[src/rtl/syn_vga_pkg.sv]
// Shared timing defaults, FSM state type and CRC constants for the VGA receive monitor.
package syn_vga_pkg;

  localparam int unsigned DEF_WIDTH    = 4;
  localparam int unsigned DEF_H_SYNC   = 96;
  localparam int unsigned DEF_H_BP     = 48;
  localparam int unsigned DEF_H_ACTIVE = 640;
  localparam int unsigned DEF_H_FP     = 16;
  localparam int unsigned DEF_V_SYNC   = 2;
  localparam int unsigned DEF_V_BP     = 33;
  localparam int unsigned DEF_V_ACTIVE = 480;
  localparam int unsigned DEF_V_FP     = 10;

  localparam int unsigned DEF_H_TOTAL = DEF_H_SYNC + DEF_H_BP + DEF_H_ACTIVE + DEF_H_FP;
  localparam int unsigned DEF_V_TOTAL = DEF_V_SYNC + DEF_V_BP + DEF_V_ACTIVE + DEF_V_FP;

  localparam logic [15:0] CRC16_POLY = 16'h1021;
  localparam logic [15:0] CRC16_INIT = 16'hFFFF;

  typedef enum logic [2:0] {
    IDLE,
    VSYNC,
    VBP,
    VACT,
    VFP
  } syn_vga_rx_st_t;

endpackage

[src/rtl/syn_vga_rx_crc16.sv]
// CRC-16-CCITT accumulator over one {r,g,b} word per enabled cycle, MSB first.
module syn_vga_rx_crc16
  import syn_vga_pkg::*;
#(
  parameter int unsigned WIDTH = DEF_WIDTH
) (
  input  logic                 clk,
  input  logic                 rst,
  input  logic                 en,
  input  logic [3*WIDTH-1:0]   data,
  output logic [15:0]          crc
);

  function automatic logic [15:0] crc_next(input logic [15:0] c, input logic [3*WIDTH-1:0] d);
    logic [15:0] n;
    n = c;
    for (int i = 3 * WIDTH - 1; i >= 0; i--) begin
      if (n[15] ^ d[i]) n = {n[14:0], 1'b0} ^ CRC16_POLY;
      else              n = {n[14:0], 1'b0};
    end
    return n;
  endfunction

  always_ff @(posedge clk) begin
    if (rst)     crc <= CRC16_INIT;
    else if (en) crc <= crc_next(crc, data);
  end

endmodule

[src/rtl/syn_vga_rx.sv]
// VGA link receiver: recovers frame timing, emits active pixels with coordinates, flags timing
// errors. Define SYN_VGA_RX_CRC_EN to add a per-frame CRC-16 output (frame_crc_o).
module syn_vga_rx
  import syn_vga_pkg::*;
#(
  parameter int unsigned WIDTH    = DEF_WIDTH,
  parameter int unsigned H_SYNC   = DEF_H_SYNC,
  parameter int unsigned H_BP     = DEF_H_BP,
  parameter int unsigned H_ACTIVE = DEF_H_ACTIVE,
  parameter int unsigned H_FP     = DEF_H_FP,
  parameter int unsigned V_SYNC   = DEF_V_SYNC,
  parameter int unsigned V_BP     = DEF_V_BP,
  parameter int unsigned V_ACTIVE = DEF_V_ACTIVE,
  parameter int unsigned V_FP     = DEF_V_FP
) (
  input  logic               clk_ir,
  input  logic               rst_il,
  input  logic               pix_en_i,
  input  logic [WIDTH-1:0]   vga_r_i,
  input  logic [WIDTH-1:0]   vga_g_i,
  input  logic [WIDTH-1:0]   vga_b_i,
  input  logic               vga_hsync_n_i,
  input  logic               vga_vsync_n_i,
  input  logic               err_clr_i,
`ifdef SYN_VGA_RX_CRC_EN
  output logic [15:0]        frame_crc_o,
`endif
  output logic               pxl_valid_o,
  output logic [9:0]         pxl_x_o,
  output logic [8:0]         pxl_y_o,
  output logic [3*WIDTH-1:0] pxl_rgb_o,
  output logic               frame_done_o,
  output logic [15:0]        frame_cnt_o,
  output logic               locked_o,
  output logic               err_hsync_o,
  output logic               err_hline_o,
  output logic               err_vframe_o
);

  localparam logic [9:0] CNT_MAX     = 10'h3FF;
  localparam logic [9:0] H_SYNC_CNT  = 10'(H_SYNC);
  localparam logic [9:0] H_LAST      = 10'(H_SYNC + H_BP + H_ACTIVE + H_FP - 1);
  localparam logic [9:0] H_ACT_FIRST = 10'(H_SYNC + H_BP);
  localparam logic [9:0] H_ACT_LAST  = 10'(H_SYNC + H_BP + H_ACTIVE - 1);
  localparam logic [9:0] V_SYNC_CNT  = 10'(V_SYNC);
  localparam logic [9:0] V_ACT_FIRST = 10'(V_SYNC + V_BP);
  localparam logic [9:0] V_ACT_END   = 10'(V_SYNC + V_BP + V_ACTIVE);
  localparam logic [9:0] V_LAST      = 10'(V_SYNC + V_BP + V_ACTIVE + V_FP - 1);

  // Sample stage; en_q marks the cycle in which a freshly strobed sample is processed.
  logic               en_q;
  logic [WIDTH-1:0]   r_q, g_q, b_q;
  logic               hs_q, vs_q, hs_prev_q, vs_prev_q;
  logic               hs_seen_q;
  logic [9:0]         hcnt_q, hcnt_d, vcnt_q, vcnt_d;
  syn_vga_rx_st_t     state_q, state_d;
  logic               frame_ok_q;

  logic hfall, hrise, vfall, vrise;
  logic det_hsync, det_hline, det_vframe, any_det;
  logic act_start, frame_end, relock, enter_vsync;
  logic pix_valid;
  logic [3*WIDTH-1:0] pix_rgb;

  assign pix_rgb = {r_q, g_q, b_q};

  always_comb begin
    hfall = en_q & hs_prev_q & ~hs_q;
    hrise = en_q & ~hs_prev_q & hs_q;
    vfall = en_q & vs_prev_q & ~vs_q;
    vrise = en_q & ~vs_prev_q & vs_q;

    hcnt_d = hcnt_q;
    vcnt_d = vcnt_q;
    if (en_q) begin
      if (hfall)                 hcnt_d = '0;
      else if (hcnt_q != CNT_MAX) hcnt_d = hcnt_q + 10'd1;
      if (vfall)                         vcnt_d = '0;
      else if (hfall && vcnt_q != CNT_MAX) vcnt_d = vcnt_q + 10'd1;
    end

    // Width is only meaningful once a falling edge has been seen since reset.
    det_hsync = hrise & hs_seen_q & (hcnt_d != H_SYNC_CNT);
    det_hline = hfall & locked_o & (hcnt_q != H_LAST);
  end

  always_comb begin
    state_d    = state_q;
    det_vframe = 1'b0;
    act_start  = 1'b0;
    frame_end  = 1'b0;
    relock     = 1'b0;
    if (en_q) begin
      unique case (state_q)
        IDLE: if (vfall) state_d = VSYNC;
        VSYNC: begin
          if (vrise) begin
            state_d    = VBP;
            det_vframe = (vcnt_d != V_SYNC_CNT);
          end
        end
        VBP: begin
          if (vfall) begin
            state_d    = VSYNC;
            det_vframe = 1'b1;
          end else if (vcnt_d == V_ACT_FIRST) begin
            state_d   = VACT;
            act_start = 1'b1;
          end
        end
        VACT: begin
          if (vfall) begin
            state_d    = VSYNC;
            det_vframe = 1'b1;
          end else if (vcnt_d == V_ACT_END) begin
            state_d   = VFP;
            frame_end = 1'b1;
          end
        end
        VFP: begin
          if (vfall) begin
            state_d    = VSYNC;
            det_vframe = (vcnt_q != V_LAST);
            relock     = 1'b1;
          end
        end
        default: state_d = IDLE;
      endcase
    end
    enter_vsync = (state_d == VSYNC) && (state_q != VSYNC);
    any_det     = det_hsync | det_hline | det_vframe;
    pix_valid   = en_q && (state_q == VACT) && (hcnt_d >= H_ACT_FIRST) && (hcnt_d <= H_ACT_LAST);
  end

  always_ff @(posedge clk_ir) begin
    if (rst_il) begin
      en_q         <= 1'b0;
      r_q          <= '0;
      g_q          <= '0;
      b_q          <= '0;
      hs_q         <= 1'b1;
      vs_q         <= 1'b1;
      hs_prev_q    <= 1'b1;
      vs_prev_q    <= 1'b1;
      hs_seen_q    <= 1'b0;
      hcnt_q       <= '0;
      vcnt_q       <= '0;
      state_q      <= IDLE;
      frame_ok_q   <= 1'b0;
      pxl_valid_o  <= 1'b0;
      pxl_x_o      <= '0;
      pxl_y_o      <= '0;
      pxl_rgb_o    <= '0;
      frame_done_o <= 1'b0;
      frame_cnt_o  <= '0;
      locked_o     <= 1'b0;
      err_hsync_o  <= 1'b0;
      err_hline_o  <= 1'b0;
      err_vframe_o <= 1'b0;
    end else begin
      en_q <= pix_en_i;
      if (pix_en_i) begin
        r_q       <= vga_r_i;
        g_q       <= vga_g_i;
        b_q       <= vga_b_i;
        hs_prev_q <= hs_q;
        vs_prev_q <= vs_q;
        hs_q      <= vga_hsync_n_i;
        vs_q      <= vga_vsync_n_i;
      end
      if (hfall) hs_seen_q <= 1'b1;
      hcnt_q  <= hcnt_d;
      vcnt_q  <= vcnt_d;
      state_q <= state_d;

      pxl_valid_o <= pix_valid;
      if (pix_valid) begin
        pxl_x_o   <= hcnt_d - H_ACT_FIRST;
        pxl_y_o   <= 9'(vcnt_d - V_ACT_FIRST);
        pxl_rgb_o <= pix_rgb;
      end

      frame_done_o <= frame_end;
      if (frame_end) frame_cnt_o <= frame_cnt_o + 16'd1;

      // A new frame starts clean; errors of the closing frame still block relock below.
      if (enter_vsync)  frame_ok_q <= 1'b1;
      else if (any_det) frame_ok_q <= 1'b0;

      if (any_det)                  locked_o <= 1'b0;
      else if (relock && frame_ok_q) locked_o <= 1'b1;

      err_hsync_o  <= (err_hsync_o & ~err_clr_i) | det_hsync;
      err_hline_o  <= (err_hline_o & ~err_clr_i) | det_hline;
      err_vframe_o <= (err_vframe_o & ~err_clr_i) | det_vframe;
    end
  end

`ifdef SYN_VGA_RX_CRC_EN
  logic [15:0] crc;

  syn_vga_rx_crc16 #(
    .WIDTH (WIDTH)
  ) u_crc (
    .clk  (clk_ir),
    .rst  (rst_il | act_start),
    .en   (pix_valid),
    .data (pix_rgb),
    .crc  (crc)
  );

  always_ff @(posedge clk_ir) begin
    if (rst_il)         frame_crc_o <= '0;
    else if (frame_end) frame_crc_o <= crc;
  end
`endif

endmodule

[config.mk]
export PLATFORM = sky130hd
export DESIGN_NAME = syn_vga_rx
export DESIGN_NICKNAME = d
export VERILOG_FILES = /design/src/rtl/syn_vga_pkg.sv /design/src/rtl/syn_vga_rx_crc16.sv /design/src/rtl/syn_vga_rx.sv
export SDC_FILE = /design/constraint.sdc
export NUM_CORES = 1
export LEC_CHECK = 0
export CAP_MARGIN = 20
export CORE_MARGIN = 2
export CORE_UTILIZATION = 25
export CTS_BUF_LIST = sky130_fd_sc_hd__clkbuf_16
export DETAILED_ROUTE_END_ITERATION = 8
export REMOVE_ABC_BUFFERS = 1
export SLEW_MARGIN = 25
export SYNTH_ARGS = -nofsm -noshare
export SYNTH_HDL_FRONTEND = slang
export SYNTH_HIERARCHICAL = 1
export SYNTH_SLANG_ARGS = --single-unit
[constraint.sdc]
create_clock -name clk_ir -period 3.2 [get_ports clk_ir]
set_clock_uncertainty 0.05 [all_clocks]
set_input_delay 0.96 -clock clk_ir [delete_from_list [all_inputs] [get_ports clk_ir]]
set_output_delay 0.96 -clock clk_ir [all_outputs]
set_load 0.01 [all_outputs]
==> reports/metrics.cfg <==
[place]
dp_cells=860
place_area_um2=5961
dp.final_hpwl_um=8893
gp_congestion=0.9415
portBuffers=70
place_ws_ns=0.1036

[timing]
period_minus_slack_ns=3.105
drv_slew=0
setup_violations=0
slew_headroom=0.6100
fin_tns_setup_ns=0
period_share=0.9703
whs_ns=0.4102
hold_viol=0
fin_ws_ns=0.09514
worst_pin_slew_ns=0.5850
max_freq_mhz=322.1
rsz0062_at_grt=yes

[setup_path]
r2r-start=hcnt_q[0]
r2r_slack_ns=0.1
crit_slowest_cell=or4_1
path_cells=ha_2, nand4_2, nor3_4, or4_1, and2_1, ha_1, a21boi_0, nand4_1, a31oi_1, o311ai_4, buf_6, buf_12, nor2_1, a32o_1
end_kind=flip-flop
crit_arrival_ns=3.29
cpPeakStageDelay_ns=0.53
path_max_fanout=13
worstSetupPathType=reg2reg
reg2regPathDepth=14
cp.required_ns=3.39
start_kind=flip-flop
timing.rr.end=pxl_y_o[7]

[cells_and_area]
n_fill_cell=1938
fin_util=0.3389
instances_no_fill=880
drive_gt1_frac=0.1533
insertedDiodeCount=0
syn_to_final_growth_pct=33.11
nets=668
fin_area_um2=6339

[floorplanning]
rows=50
die_h_um=142.0
start_util=0.2546
die_area_um2=20170
fp.dieW_um=142.0
ios=71
core-area_um2=18710

[power_and_ir_drop]
pwr-share-clk=0.442
p_int_mw=1.862
power.share.switching=0.2278
total_power_mw=2.412
pwr-share-seq=0.503
p_switching_mw=0.5495
p_comb_frac=0.055
p_per_area_nw_per_um2=380.5
vdd_drop_max_mv=0.2841
power_leakage_nw=2.557

[clock_network]
numClockSinks=95
cts_tree=done
cts_buffer_depth=2
insertion_delay_ns=0.35
h-tree-depth=3
holdBufCountCts=0
cts_buffers=9
cts_root_buf=clkbuf_16
path_clk_slew_ns=0.06

[logic_synthesis]
synth_top_family_by_area=simple AND/OR/NAND/NOR gates
yosysSeqAreaShare=0.3994
synth-edff-count=0
synthArstFlopShare=0
yosysTopAreaCellShare=0.3994
synth-main-ff-cell=dfxtp_1
syn-cell-area_um2=4762
synthAdderAreaFrac=0.02365
post-synth-top-area-cell=dfxtp_1
yosysUniqueCellTypes=63
synth_xor_xnor_area_share=0.04598
synth_mux_area_frac=0.09406
synthCells=542
synthSimpleGateAreaFrac=0.2740
synth.area.top_cells=dfxtp_1, mux2i_1, nor2_1, xnor2_1, nand2_1
synth_compound_area_frac=0.1188
ys_ff_latch=95
syn_area_per_cell_um2=8.786
ys_warn_count=6

[worst_hold_path]
hold_path_class=reg2reg
whs_endpoint=pxl_x_o[5]
holdPathStages=2
hold_start=pxl_x_o[5]

[route]
viasPerCell=4.822
via_count=4243
drt_pass1_iterations=7
drcViolationCount=0
routed_wl_um=12520
drt-initial-drc-count=349
wl_per_cell_um=14.23
ant_nets=0

[global_route]
grt_pass1_vias=3949
grt_max_degree=54
antenna_found_initial=0
grt_pass1_wl_um=19910
globalRouteTotalUtil=0.1226
grt-ovfl-total=0

[job]
maxCapViolCount=0

[outcome]
outcome=completed

==> area by class of cell <==
| cell class | instances | area (um2) | share of cell area |
|---|---|---|---|
| Clock buffer | 9 | 225.2 | 0.03553 |
| Clock inverter | 7 | 63.81 | 0.01007 |
| Inverter | 15 | 56.30 | 0.008883 |
| Multi-Input combinational cell | 402 | 2685 | 0.4236 |
| Sequential cell | 95 | 1907 | 0.3008 |
| Tap cell | 234 | 292.8 | 0.04619 |
| Timing Repair Buffer | 118 | 1109 | 0.1749 |
==> placed cells by master, fill, tap and decap left out, types with 5 or more instances in the layout <==
cell type / Yosys / routed
clkbuf_16: 0 / 10
xnor2_1: 15 / 15
nand3_1: 16 / 16
a31oi_1: 10 / 9
and2_1: 8 / 8
a21oi_1: 19 / 19
nor3_2: 7 / 6
and3_1: 6 / 6
a211oi_1: 5 / 5
or3_1: 5 / 5
nand2_1: 31 / 31
o21ai_0: 12 / 12
nor2b_1: 15 / 15
nor3_1: 17 / 17
nand4_1: 14 / 14
nand2b_1: 5 / 5
dfxtp_1: 95 / 91
nor2_1: 86 / 86
xor2_1: 10 / 10
clkinv_2: 0 / 5
buf_4: 4 / 44
mux2i_1: 40 / 40
clkdlybuf4s50_1: 0 / 69
inv_1: 15 / 15
ha_1: 9 / 8
==> registers in the layout, indices dropped and copies added, names as in the netlist, 3 cells and up <==
name and flops:
b_q 4, frame_cnt_o 16, g_q 4, hcnt_q 10, pxl_rgb_o 12, pxl_x_o 10, pxl_y_o 9, r_q 4
state_q 3, vcnt_q 10
==> cells in the mapped netlist (5+ instances only) <==
cell type / number
dfxtp_1: 95
a21oi_1: 19
nand2b_1: 5
nor3_1: 17
inv_1: 15
a211oi_1: 5
and3_1: 6
a31oi_1: 10
clkbuf_1: 14
nor3_2: 7
o31ai_1: 5
nand2_1: 31
nor2_1: 86
xor2_1: 10
nand3_1: 16
nor4_1: 5
o21ai_0: 12
and2_1: 8
buf_1: 6
or3_1: 5
nor2b_1: 15
ha_1: 9
mux2i_1: 40
xnor2_1: 15
nand4_1: 14
==> power groups by stage <==
stage	combinational [mW]	clock [mW]	sequential (mW)
CTS	0.132	1.10	1.21
floorplan	0.0537	0	1.24
global route	0.147	1.14	1.22
global placement	0.130	0	1.24
detailed placement	0.131	0	1.24
finish	0.133	1.07	1.21
==> per-layer routing <==
| layer | GRT usage | part of all wire | vias up |
|---|---|---|---|
| met4 | 0.02842 | 0.0088 | 0 |
| met2 | 0.1940 | 0.46 | 106 |
| met1 | 0.1648 | 0.48 | 2003 |
| li1 | - | - | 2123 |
| met3 | 0.03600 | 0.057 | 11 |
| met5 | 0 | 0 | - |
==> how the worst max path moves through the flow <==
stage	to	cells past startpoint	slack, ns	startpoint
finish	pxl_y_o[7]	14	0.1	hcnt_q[0]
global route	pxl_y_o[7]	14	-0.04	hcnt_q[0]
CTS	pxl_y_o[7]	13	0.07	hcnt_q[0]
detailed placement	pxl_y_o[7]	13	0.10	hcnt_q[0]
global placement	pxl_y_o[7]	12	0.17	hcnt_q[0]
floorplan	pxl_y_o[7]	12	-0.61	hcnt_q[0]
==> worst max-delay path, delay by kind of cell, from the launching register on <==
| family | cells | cell delay [ns] |
|---|---|---|
| compound gates | 4 | 0.82 |
| fa+ha+maj | 2 | 0.38 |
| buf+inv | 2 | 0.31 |
| flops | 1 | 0.34 |
| simple gates | 6 | 1.07 |
==> what timing repair did <==
action	CTS	global route
endpoints found under the hold margin	0	0
setup buffers	0	3
endpoints found under the setup margin	0	46
gates resized for setup	0	12
==> cells by family (layout without fill, tap and decap cells) <==
group,after synthesis,after routing
buffers and inverters,45,149
adders and majority gates,9,9
AOI/OAI and AO/OA,79,79
and+or+nand+nor,245,245
xor gates and xnor gates,25,25
DFF,95,95
muxes,44,44
(Power assumes the default switching activity.)
